[config.mk]
export PLATFORM = sky130hd
export DESIGN_NAME = serial_add_ctrl
export DESIGN_NICKNAME = d
export VERILOG_FILES = /design/src/rtl/serial_add_ctrl_pkg.sv /design/src/rtl/full_adder.sv /design/src/rtl/serial_add_ctrl.sv
export SDC_FILE = /design/constraint.sdc
export NUM_CORES = 1
export LEC_CHECK = 0
export CAP_MARGIN = 20
export CORE_MARGIN = 2
export CORE_UTILIZATION = 50
export CTS_BUF_LIST = sky130_fd_sc_hd__clkbuf_4 sky130_fd_sc_hd__clkbuf_8
export CTS_CLUSTER_DIAMETER = 150
export DETAILED_ROUTE_END_ITERATION = 7
export PLACE_DENSITY = 0.78
export SETUP_SLACK_MARGIN = 0.05
export SYNTH_ARGS = -nofsm -noshare
export SYNTH_HDL_FRONTEND = slang
export SYNTH_SLANG_ARGS = --single-unit
[constraint.sdc]
create_clock -name CLK -period 1.89 [get_ports CLK]
set_input_delay 0.378 -clock CLK [delete_from_list [all_inputs] [get_ports CLK]]
set_output_delay 0.378 -clock CLK [all_outputs]
set_load 0.02 [all_outputs]
[src/rtl/serial_add_ctrl_pkg.sv]
// serial_add_defs: shared definitions for the bit-serial adder controller.
//   - state_t : FSM state encodings (IDLE, RUN, FIN)
//   - DEF_WIDTH / DEF_CNT_W : default operand width and bit-counter width
package serial_add_defs;

   localparam int unsigned DEF_WIDTH = 8;
   localparam int unsigned DEF_CNT_W = 5;

   typedef enum logic [1:0] {
      IDLE = 2'd0,
      RUN  = 2'd1,
      FIN  = 2'd2
   } state_t;

endpackage

[src/rtl/full_adder.sv]
// full_adder: single-bit full adder shared by the serial datapath.
//   X, Y : operand bits
//   Z    : carry in
//   S    : sum bit
//   C    : carry out
module full_adder (
   input  logic X,
   input  logic Y,
   input  logic Z,
   output logic S,
   output logic C
);

   assign S = X ^ Y ^ Z;
   assign C = (X & Y) | (Z & (X ^ Y));

endmodule

[src/rtl/serial_add_ctrl.sv]
// serial_add_ctrl: bit-serial adder controller. One full_adder is reused
// over WIDTH cycles; the FSM sequences operand shifting, the carry FF, the
// bit counter and a START/BUSY/DONE handshake.
//
// Optional feature macro: SERIAL_ADD_SUB_EN (adds SUB input for A-B).
//
// Ports:
//   CLK   : clock, rising edge
//   RST_N : asynchronous active-low reset
//   START : request, accepted in IDLE or FIN
//   A, B  : operands, captured on accept
//   CIN   : carry-in, captured on accept
//   SUB   : (SERIAL_ADD_SUB_EN only) subtract select, captured on accept
//   BUSY  : high while in RUN
//   DONE  : one-cycle pulse in FIN, result valid
//   SUM   : result, held until next accept
//   COUT  : carry out of MSB (no-borrow when subtracting)
//   OVF   : two's-complement overflow
module serial_add_ctrl
   import serial_add_defs::*;
#(
   parameter int unsigned WIDTH = DEF_WIDTH,
   parameter int unsigned CNT_W = DEF_CNT_W
) (
   input  logic             CLK,
   input  logic             RST_N,
   input  logic             START,
   input  logic [WIDTH-1:0] A,
   input  logic [WIDTH-1:0] B,
`ifdef SERIAL_ADD_SUB_EN
   input  logic             SUB,
`endif
   input  logic             CIN,
   output logic             BUSY,
   output logic             DONE,
   output logic [WIDTH-1:0] SUM,
   output logic             COUT,
   output logic             OVF
);

   state_t             state_q, state_d;
   logic [WIDTH-1:0]   a_q, b_q, sum_q;
   logic [CNT_W-1:0]   cnt_q;
   logic               carry_q, cout_q, ovf_q;
   logic               accept, last, sub_sel;
   logic               fa_s, fa_c;

`ifdef SERIAL_ADD_SUB_EN
   assign sub_sel = SUB;
`else
   assign sub_sel = 1'b0;
`endif

   assign last = (cnt_q == CNT_W'(WIDTH - 1));

   full_adder u_fa (
      .X (a_q[0]),
      .Y (b_q[0]),
      .Z (carry_q),
      .S (fa_s),
      .C (fa_c)
   );

   always_comb begin
      state_d = state_q;
      accept  = 1'b0;
      BUSY    = 1'b0;
      DONE    = 1'b0;
      case (state_q)
         IDLE: begin
            if (START) begin
               accept  = 1'b1;
               state_d = RUN;
            end
         end
         RUN: begin
            BUSY = 1'b1;
            if (last) state_d = FIN;
         end
         FIN: begin
            DONE    = 1'b1;
            state_d = IDLE;
            // back-to-back accept: same load action as from IDLE
            if (START) begin
               accept  = 1'b1;
               state_d = RUN;
            end
         end
         default: state_d = IDLE;
      endcase
   end

   always_ff @(posedge CLK or negedge RST_N) begin
      if (!RST_N) begin
         state_q <= IDLE;
         a_q     <= '0;
         b_q     <= '0;
         sum_q   <= '0;
         cnt_q   <= '0;
         carry_q <= 1'b0;
         cout_q  <= 1'b0;
         ovf_q   <= 1'b0;
      end else begin
         state_q <= state_d;
         if (accept) begin
            a_q     <= A;
            // subtraction is A + ~B + 1; CIN is ignored in that mode
            b_q     <= sub_sel ? ~B : B;
            carry_q <= sub_sel ? 1'b1 : CIN;
            cnt_q   <= '0;
            sum_q   <= '0;
         end else if (state_q == RUN) begin
            sum_q   <= {fa_s, sum_q[WIDTH-1:1]};
            carry_q <= fa_c;
            a_q     <= a_q >> 1;
            b_q     <= b_q >> 1;
            cnt_q   <= cnt_q + CNT_W'(1);
            if (last) begin
               // carry_q here is the carry into the MSB
               ovf_q  <= carry_q ^ fa_c;
               cout_q <= fa_c;
            end
         end
      end
   end

   assign SUM  = sum_q;
   assign COUT = cout_q;
   assign OVF  = ovf_q;

endmodule
# Yosys cells after proc, flatten, opt, wreduce, memory -nomap -nowiden
# Cells that the tools add are included.
totals:
  register_bits: 34
  latchBits: 0
  ramBits: 0
  romBits: 0
  in_bits: 20
  out_inout_bits: 12
  word_cells: 44
  n_memories: 0
classes:
  addsub: 1
  n_mul: 0
  div_mod_pow: 0
  magnitude_cmp: 0
  n_eq_ne: 5
  shifts: 0
  muxes: 18
  n_bitwise: 7
  n_reduce_logical: 5
op_table:
  columns: ["operator", "count"]
  rows:
  - ["2-to-1 mux 8 bit", 6]
  - ["2-to-1 mux 5 bit", 2]
  - ["2-to-1 mux 1 bit", 7]
  - ["case mux 2 bit (3 select lines)", 1]
  - ["adder 5 x 1 -> 5 bit (second input constant)", 1]
  - ["equality test 5 x 3 -> 1 bit (second input constant)", 1]
  - ["2-to-1 mux 2 bit", 2]
  - ["inequality test 2 bit (second input constant)", 2]
  - ["AND reduction 3 bit", 1]
  - ["XOR 1 bit", 3]
  - ["AND 1 bit", 2]
  - ["equality test 2 x 1 -> 1 bit (second input constant)", 1]
  - ["equality test 2 bit (second input constant)", 1]
  - ["zero test 2 bit", 1]
  - ["AND reduction 2 bit", 1]
  - ["nonzero test 2 bit", 1]
  - ["OR reduction 2 bit", 1]
  - ["inverter 1 bit", 1]
  - ["bitwise OR 1 bit", 1]

# Logic depth before layout (Yosys ltp)
logic_depth:
  depth_word: 5
  mapped_depth: 7

# Hierarchy
# Synthesis repeated with hierarchy kept, for this count alone.
unflattened:
  hier_cells: 132
  hier_area_um2: 1472.7
by_module_without_submodules:
  columns: ["module", "instances", "cells_per_inst", "area_each_um2", "seq_area_each_um2"]
  rows:
  - ["serial_add_ctrl", 1, 131, 1452.6, 850.8]
  - ["full_adder", 1, 1, 20.0, 0.0]

# Worst setup path after synthesis
# Ideal clock, no wire load.
synth_path:
  kind: "register to register"
  from: "reg cnt_q[0]"
  to: "reg ovf_q, in the netlist OVF"
  setup_ps: 125
  t_arrival_ps: 1269
  slack_ps: 496
  path_stages_with_launch: 5
  path_buffers: 0
  period_less_slack_ps: 1394
  path_cell_list: "dfrtp_1 ha_1 and4bb_2 nand2_1 mux2_2"
synth_between:
  elab_chain_cells: 2
synth_lines:
  columns: ["item", "line", "source"]
  rows:
  - ["start, declared", "serial_add_ctrl.sv:43", "logic [CNT_W-1:0] cnt_q;"]
  - ["start signal, assigned", "serial_add_ctrl.sv:117", "cnt_q <= cnt_q + CNT_W'(1);"]
  - ["equality test 5 x 3 -> 1 bit", "serial_add_ctrl.sv:54", "assign last = (cnt_q == CNT_W'(WIDTH - 1));"]
  - ["AND reduction 3 bit (no source line)", null, null]
  - ["end signal, assigned", "serial_add_ctrl.sv:120", "ovf_q <= carry_q ^ fa_c;"]
  - ["end, declared", "serial_add_ctrl.sv:44", "logic carry_q, cout_q, ovf_q;"]
# No other way between the ends.
# A chain may end at the register's enable or synchronous reset.

# Worst setup path in the final report
layout_path:
  from: "reg sum_q[5], in the netlist SUM[5]"
  to: "out SUM[5]"
layout_rtl:
  columns: ["item", "line", "source"]
  rows:
  - ["start, declared", "serial_add_ctrl.sv:42", "logic [WIDTH-1:0] a_q, b_q, sum_q;"]
  - ["start signal, assigned", "serial_add_ctrl.sv:113", "sum_q <= {fa_s, sum_q[WIDTH-1:1]};"]
  - ["end, declared", "serial_add_ctrl.sv:36", "output logic [WIDTH-1:0] SUM,"]
# No word-level cell between the ends.

==> metrics.md <==
| Metric | Value |
|---|---|
| Critical Path, Cell by Cell | clkdlybuf4s50_1 |
| CTS max path bufs | 2 |
| CTS Sinks | 34 |
| DR vias | 1,149 |
| Adder-Cell Fraction of Synth Area | 2.14% |
| Final instance area | 1920 um^2 |
| Peak supply drop | 0.806 mV |
| Post-DR wirelength/cell | 16.2 um |
| Gr usage total | 20.2% |
| Crit path kind | reg -> out |
| Leakage power | 0.879 nW |
| Final Cycle Share | 93.7% |
| Hold WC Path Type | in -> async |
| # diodes | 0 |
| Worst flop-to-flop path startpoint | state_q[1] |
| Grt total ovfl | 0 |
| Post-CTS setup buffer count | 0 |
| Die Area | 3500 um^2 |
| Post-synth EDFFs | 0 |
| Post-Synth Simple-Gate Area | 13.5% |
| # H-tree levels | 2 |
| Nets@finish | 187 |
| DRT iter0 DRCs | 31 |
| Antenna-violating nets left | 0 |
| Die H | 59.2 um |
| Post-Syn Nets | 153 |
| Root buffer cell | clkbuf_4 |
| Slowest CP cell | clkdlybuf4s50_1 |
| CP delay by family, top | buffers and inverters |
| Drt total wl | 3.20 mm |
| Remaining DRCs | 0 |
| IO buf count | 31 |
| Largest family of logic cells by synthesized area | compound AO/OA/AOI/OAI gates |
| FF/Latch Area | 851 um^2 |
| Fillers | 244 |
| #FFs+latches synth | 34 |
| DP HPWL | 2.22 mm |
| Initial antenna violation count | 0 |
| Max Cap Viol | 0 |
| Pwr/cell area | 1750 nW/um^2 |
| Post-synth cell types | 28 |
| Actual slew at the worst max-slew pin | 491 ps |
| Footprint of the multi-input gates | 564 um^2 |
| Post-CTS Hold Fix Bufs | 0 |
| CP max FO | 3 |
| Placed Cells | 191 |
| Synth-to-Final Area Change | 25.8% |
| Setup ws final | 119 ps |
| Mux contribution to synthesized area | 4.11% |
| Post-synthesis instance area | 1520 um^2 |
| Commonest non-fill, non-tap cell in the layout | dfrtp_1 |
| Flop-to-flop setup slack | 260 ps |
| Mapped Cells | 131 |
| TritonRoute pass-1 iters | 4 |
| Num rows | 20 |
| First-pass GRT wire length | 5.04 mm |
| Setup Skew | 7.02 ps |
| Setup TNS | 0 ps |
| Non-Filler Instances | 198 |
| Worst slew margin | 67.2% |
| CP startpoint kind | flop |
| Pre-CTS WS | 195 ps |
| Final core occ | 64.3% |
| Complex-gate fraction of the synthesized area | 16.8% |
| Cts repair resizes | 2 |
| Vias in the first global route | 1,077 |
| Clock Latency Late Sink | 350 ps |
| F_max | 565 MHz |
| Mean Syn Cell Area | 11.6 um^2 |
| Outcome | completed |
| Initial core utilization | 51.1% |
| Worst r2r path cells | 5 |
| WP data required | 1510 ps |
| Pin count of the biggest net entering global routing | 35 |
| Xor/xnor cell area share of the yosys netlist | 0.575% |
| Io pins | 32 |
| Unrepaired setup endpoints after global routing | false |
| Core ar. | 2980 um^2 |
| Final setup viols | 0 |
| Clk pin slew, worst setup/hold paths | 100 ps |
| Fin Hold WS | 414 ps |
| Routed vias/inst | 5.80 |
| Reg-to-reg endpoint | carry_q |
| Crit end category | output pin |
| Total power | 3.35 mW |
| Crit path buffers/inverters | 1 |
| Die width | 59.2 um |
| Dpl cell area | 1840 um^2 |
| Synth warn | 0 |
| FFs w/ async S/R, synth | 100% |
| Top FF cell, synth | dfrtp_1 |
| Final hold violation count | 0 |
| Arrival time worst endpoint | 1390 ps |
| Fraction of layout cells with a size suffix above 1 | 15.2% |
| Slew Viols, Final | 0 |
| Seq/Total Area, Yosys | 55.9% |
| CP peak stage delay | 640 ps |
| CTS tree | yes |
| Min Tclk post-route | 1770 ps |
| Commonest cells after routing, fill and taps aside | dfrtp_1, clkdlybuf4s50_1, nand2_1 |
| Inserted Clock Buffers | 5 |
| Placer Congestion | 0.747 |
-- per-layer routing --
metal	wire length, um	part of all wire (%)	track usage (%)	vias to the layer above
met1	1390	43	26.2	578
met5	0	0	0	-
met3	150	4.7	4.59	5
met4	59	1.8	9.74	0
met2	1600	50	32.0	35
li1	-	-	-	531
-- how the worst max path moves through the flow --
stage,from,endpoint,slack [ps],depth (start not counted)
after global placement,START,b_q[0],220,5
after detailed placement,START,b_q[7],190,5
after floorplan,cnt_q[0],OVF,500,4
after global routing,state_q[1],BUSY,70,3
final,SUM[5],SUM[5],120,1
after CTS,SUM[5],SUM[5],120,1
-- cell usage after synthesis (2+ instances only) --
| library cell | instances | area share, % |
|---|---|---|
| a221o_1 | 3 | 2.0 |
| a22o_1 | 10 | 5.8 |
| a22oi_2 | 7 | 5.8 |
| a31oi_1 | 4 | 1.6 |
| buf_2 | 3 | 0.99 |
| buf_8 | 3 | 3.0 |
| clkbuf_1 | 3 | 0.74 |
| dfrtp_1 | 34 | 56 |
| inv_1 | 5 | 1.2 |
| mux2_2 | 2 | 1.5 |
| mux2i_1 | 4 | 2.6 |
| nand2_1 | 19 | 4.7 |
| nand2b_1 | 2 | 0.82 |
| nand3_1 | 8 | 2.6 |
| nand4_1 | 2 | 0.82 |
| nor2_1 | 6 | 1.5 |
| nor2b_1 | 2 | 0.82 |
| nor3_1 | 3 | 0.99 |
| o21ai_0 | 2 | 0.66 |
-- where the power goes --
part | internal, mW | switching, mW
clock | 0.308 | 0.244
sequential | 1.07 | 0.228
combinational | 0.709 | 0.798
-- flip-flops by register name, summed over array words and instances (netlist names) --
signal	count
OVF	1
SUM	8
cnt_q	5
a_q	8
state_q	2
COUT	1
carry_q	1
b_q	8
-- final cells by class --
type / count / share of cell area (%)
clock buffers: 6 / 2.68
clock inverters: 1 / 1.57
inverters: 6 / 1.31
multi-input cells: 81 / 29.5
flip-flops and latches: 34 / 44.4
well taps: 33 / 2.16
repair buffers: 37 / 18.4
-- cells by family after synthesis --
family                     count (synthesis)
DFF                                       34
and+or+nand+nor                           44
adders and majority gates                  2
AOI/OAI and AO/OA                         28
muxes                                      6
buffers and inverters                     16
xor gates and xnor gates                   1
Power figures use the tool's default switching activity.
==> patch: new RTL, config.mk and constraints unchanged <==
Register the output `DONE`, cleared by the reset; this adds one clock of latency there. The other outputs are not delayed to match. Comments in the files are not updated.
--- a/src/rtl/serial_add_ctrl.sv
+++ b/src/rtl/serial_add_ctrl.sv
@@ -39,4 +39,6 @@
 );
 
+   logic DONE_d;
+
    state_t             state_q, state_d;
    logic [WIDTH-1:0]   a_q, b_q, sum_q;
@@ -66,5 +68,5 @@
       accept  = 1'b0;
       BUSY    = 1'b0;
-      DONE    = 1'b0;
+      DONE_d  = 1'b0;
       case (state_q)
          IDLE: begin
@@ -79,5 +81,5 @@
          end
          FIN: begin
-            DONE    = 1'b1;
+            DONE_d  = 1'b1;
             state_d = IDLE;
             // back-to-back accept: same load action as from IDLE
@@ -129,3 +131,11 @@
    assign OVF  = ovf_q;
 
+   always_ff @(posedge CLK or negedge RST_N) begin
+      if (!RST_N) begin
+         DONE <= '0;
+      end else begin
+         DONE <= DONE_d;
+      end
+   end
+
 endmodule
Check against the original RTL: not equivalent (a bounded check fails within 10 cycles, from zero or initial values and one cycle with RST_N low).
==> patch against the unedited design <==
- cell area is 0.13% higher
- via count down 2.4%
- wire length shrank 2.2%
- sequential share of layout area grew 1.2 points
- sequential cell count rose by 1
- area after synthesis is 1.6% higher
- power fell by 3.2%
- setup slack better by 0.020 ns
- die area up 1.5%
- largest power group unchanged
- highest routed layer unchanged
==> patch: results (changes against the unedited design) <==
Syn Nets 154 (+0.65%); Hold WS 0.4208 ns (+0.006763 ns); clk buf depth 2 (unchanged); skew final 0.01097 ns (+0.003948 ns); largest net degree at the start of global routing 36 (+2.9%); Met1 Wirelength 1.345 mm (-3.4%); GR Util met2 0.3297 (+0.009419); final wirelength 3.132 mm (-2.2%); Synth Instances 132 (+0.76%); clock sinks 35 (+2.9%); layout cells sized above 1 0.1557 (+0.004173); peak supply drop 0.0009981 V (+24%); Seq/total area 0.4566 (+0.01247); total power 0.003244 W (-3.2%); final non-filler cell total 200 (+1.0%); worst slew pin tran 0.4609 ns (-0.02987 ns); pre-CTS WS 0.08957 ns (-0.1051 ns); dpl hpwl 2.193 mm (-1.1%); Peak Freq 571.3 MHz (+1.2%); crit-path max cell delay 0.39 ns (-0.25 ns); Syn. warnings 0 (unchanged); register area share after synthesis 0.5659 (+0.007134); metal2 WL 1.592 mm (-0.44%); Synth cell types 28 (unchanged); Total Routing Usage GR 0.2031 (+0.001007); Reg clk slew, reported paths 0.11 ns; fraction of area in multi-input gates 0.2942 (-0.0003839); GP Congestion 0.7354 (-1.5%); Sum Neg Setup Slack 0 ns (unchanged); Worst path top cell family by delay buffers and inverters; setup bufs post-CTS 0 (unchanged); first-pass GRT wire length 5.119 mm (+1.5%); status complete, no violations; top cells by area, synth dfrtp_1, a22o_1, a22oi_2; arrival time at the worst endpoint 1.37 ns (-0.02 ns); Clk pwr share 0.132 (-0.033); Placed Area 0.001862 mm^2 (+1.4%); DR WL met3 143 um (-4.7%); Pleak 0.8800 nW (+0.11%); Slowest-stage cell, CP dfrtp_1; final net count 188 (+0.53%); Filler cells 267 (+9.4%); via count 1121 (-2.4%); crit-path max FO 2 (-1); fin util 0.6388 (-0.004527); buffering overhead 0.1846 (+0.0004127); Layout clock buffers 7 (+1); initial DRC count 48 (+55%); top post-synthesis cells by count dfrtp_1, nand2_1, a22o_1; Switching Share 0.3921 (+0.01310); grt met1 use 0.2525 (-0.009414); ClkCell Share 0.03001 (-0.01245); Post-CTS Resized 1 (-1)
patch: logic make-up (layout without fill, tap and decap cells):
family,count (synthesis),in the layout,synth area share
AO/OA/AOI/OAI,28,28,0.1649
multiplexers,6,6,0.04042
AND/OR/NAND/NOR,44,44,0.1326
flip-flops,35,35,0.5659
XOR/XNOR,1,1,0.005660
adder cells (fa/ha/maj),2,2,0.02102
buffers and inverters,16,51,0.06952
patch: path summary, 6_finish.rpt:
path / end / cells after the start / startpoint
hold / removal: OVF$_DFFE_PN0P_ / 2 / RST_N
min in group CLK: DONE$_DFF_PN0_ / 1 / state_q[0]$_DFFE_PN0P_
setup / recovery: BUSY / 3 / state_q[1]$_DFFE_PN0P_
setup reg to reg: carry_q$_DFFE_PN0P_ / 5 / state_q[1]$_DFFE_PN0P_
max in group asynchronous: SUM[1]$_DFFE_PN0P_ / 2 / RST_N
hold reg to reg: DONE$_DFF_PN0_ / 1 / state_q[0]$_DFFE_PN0P_
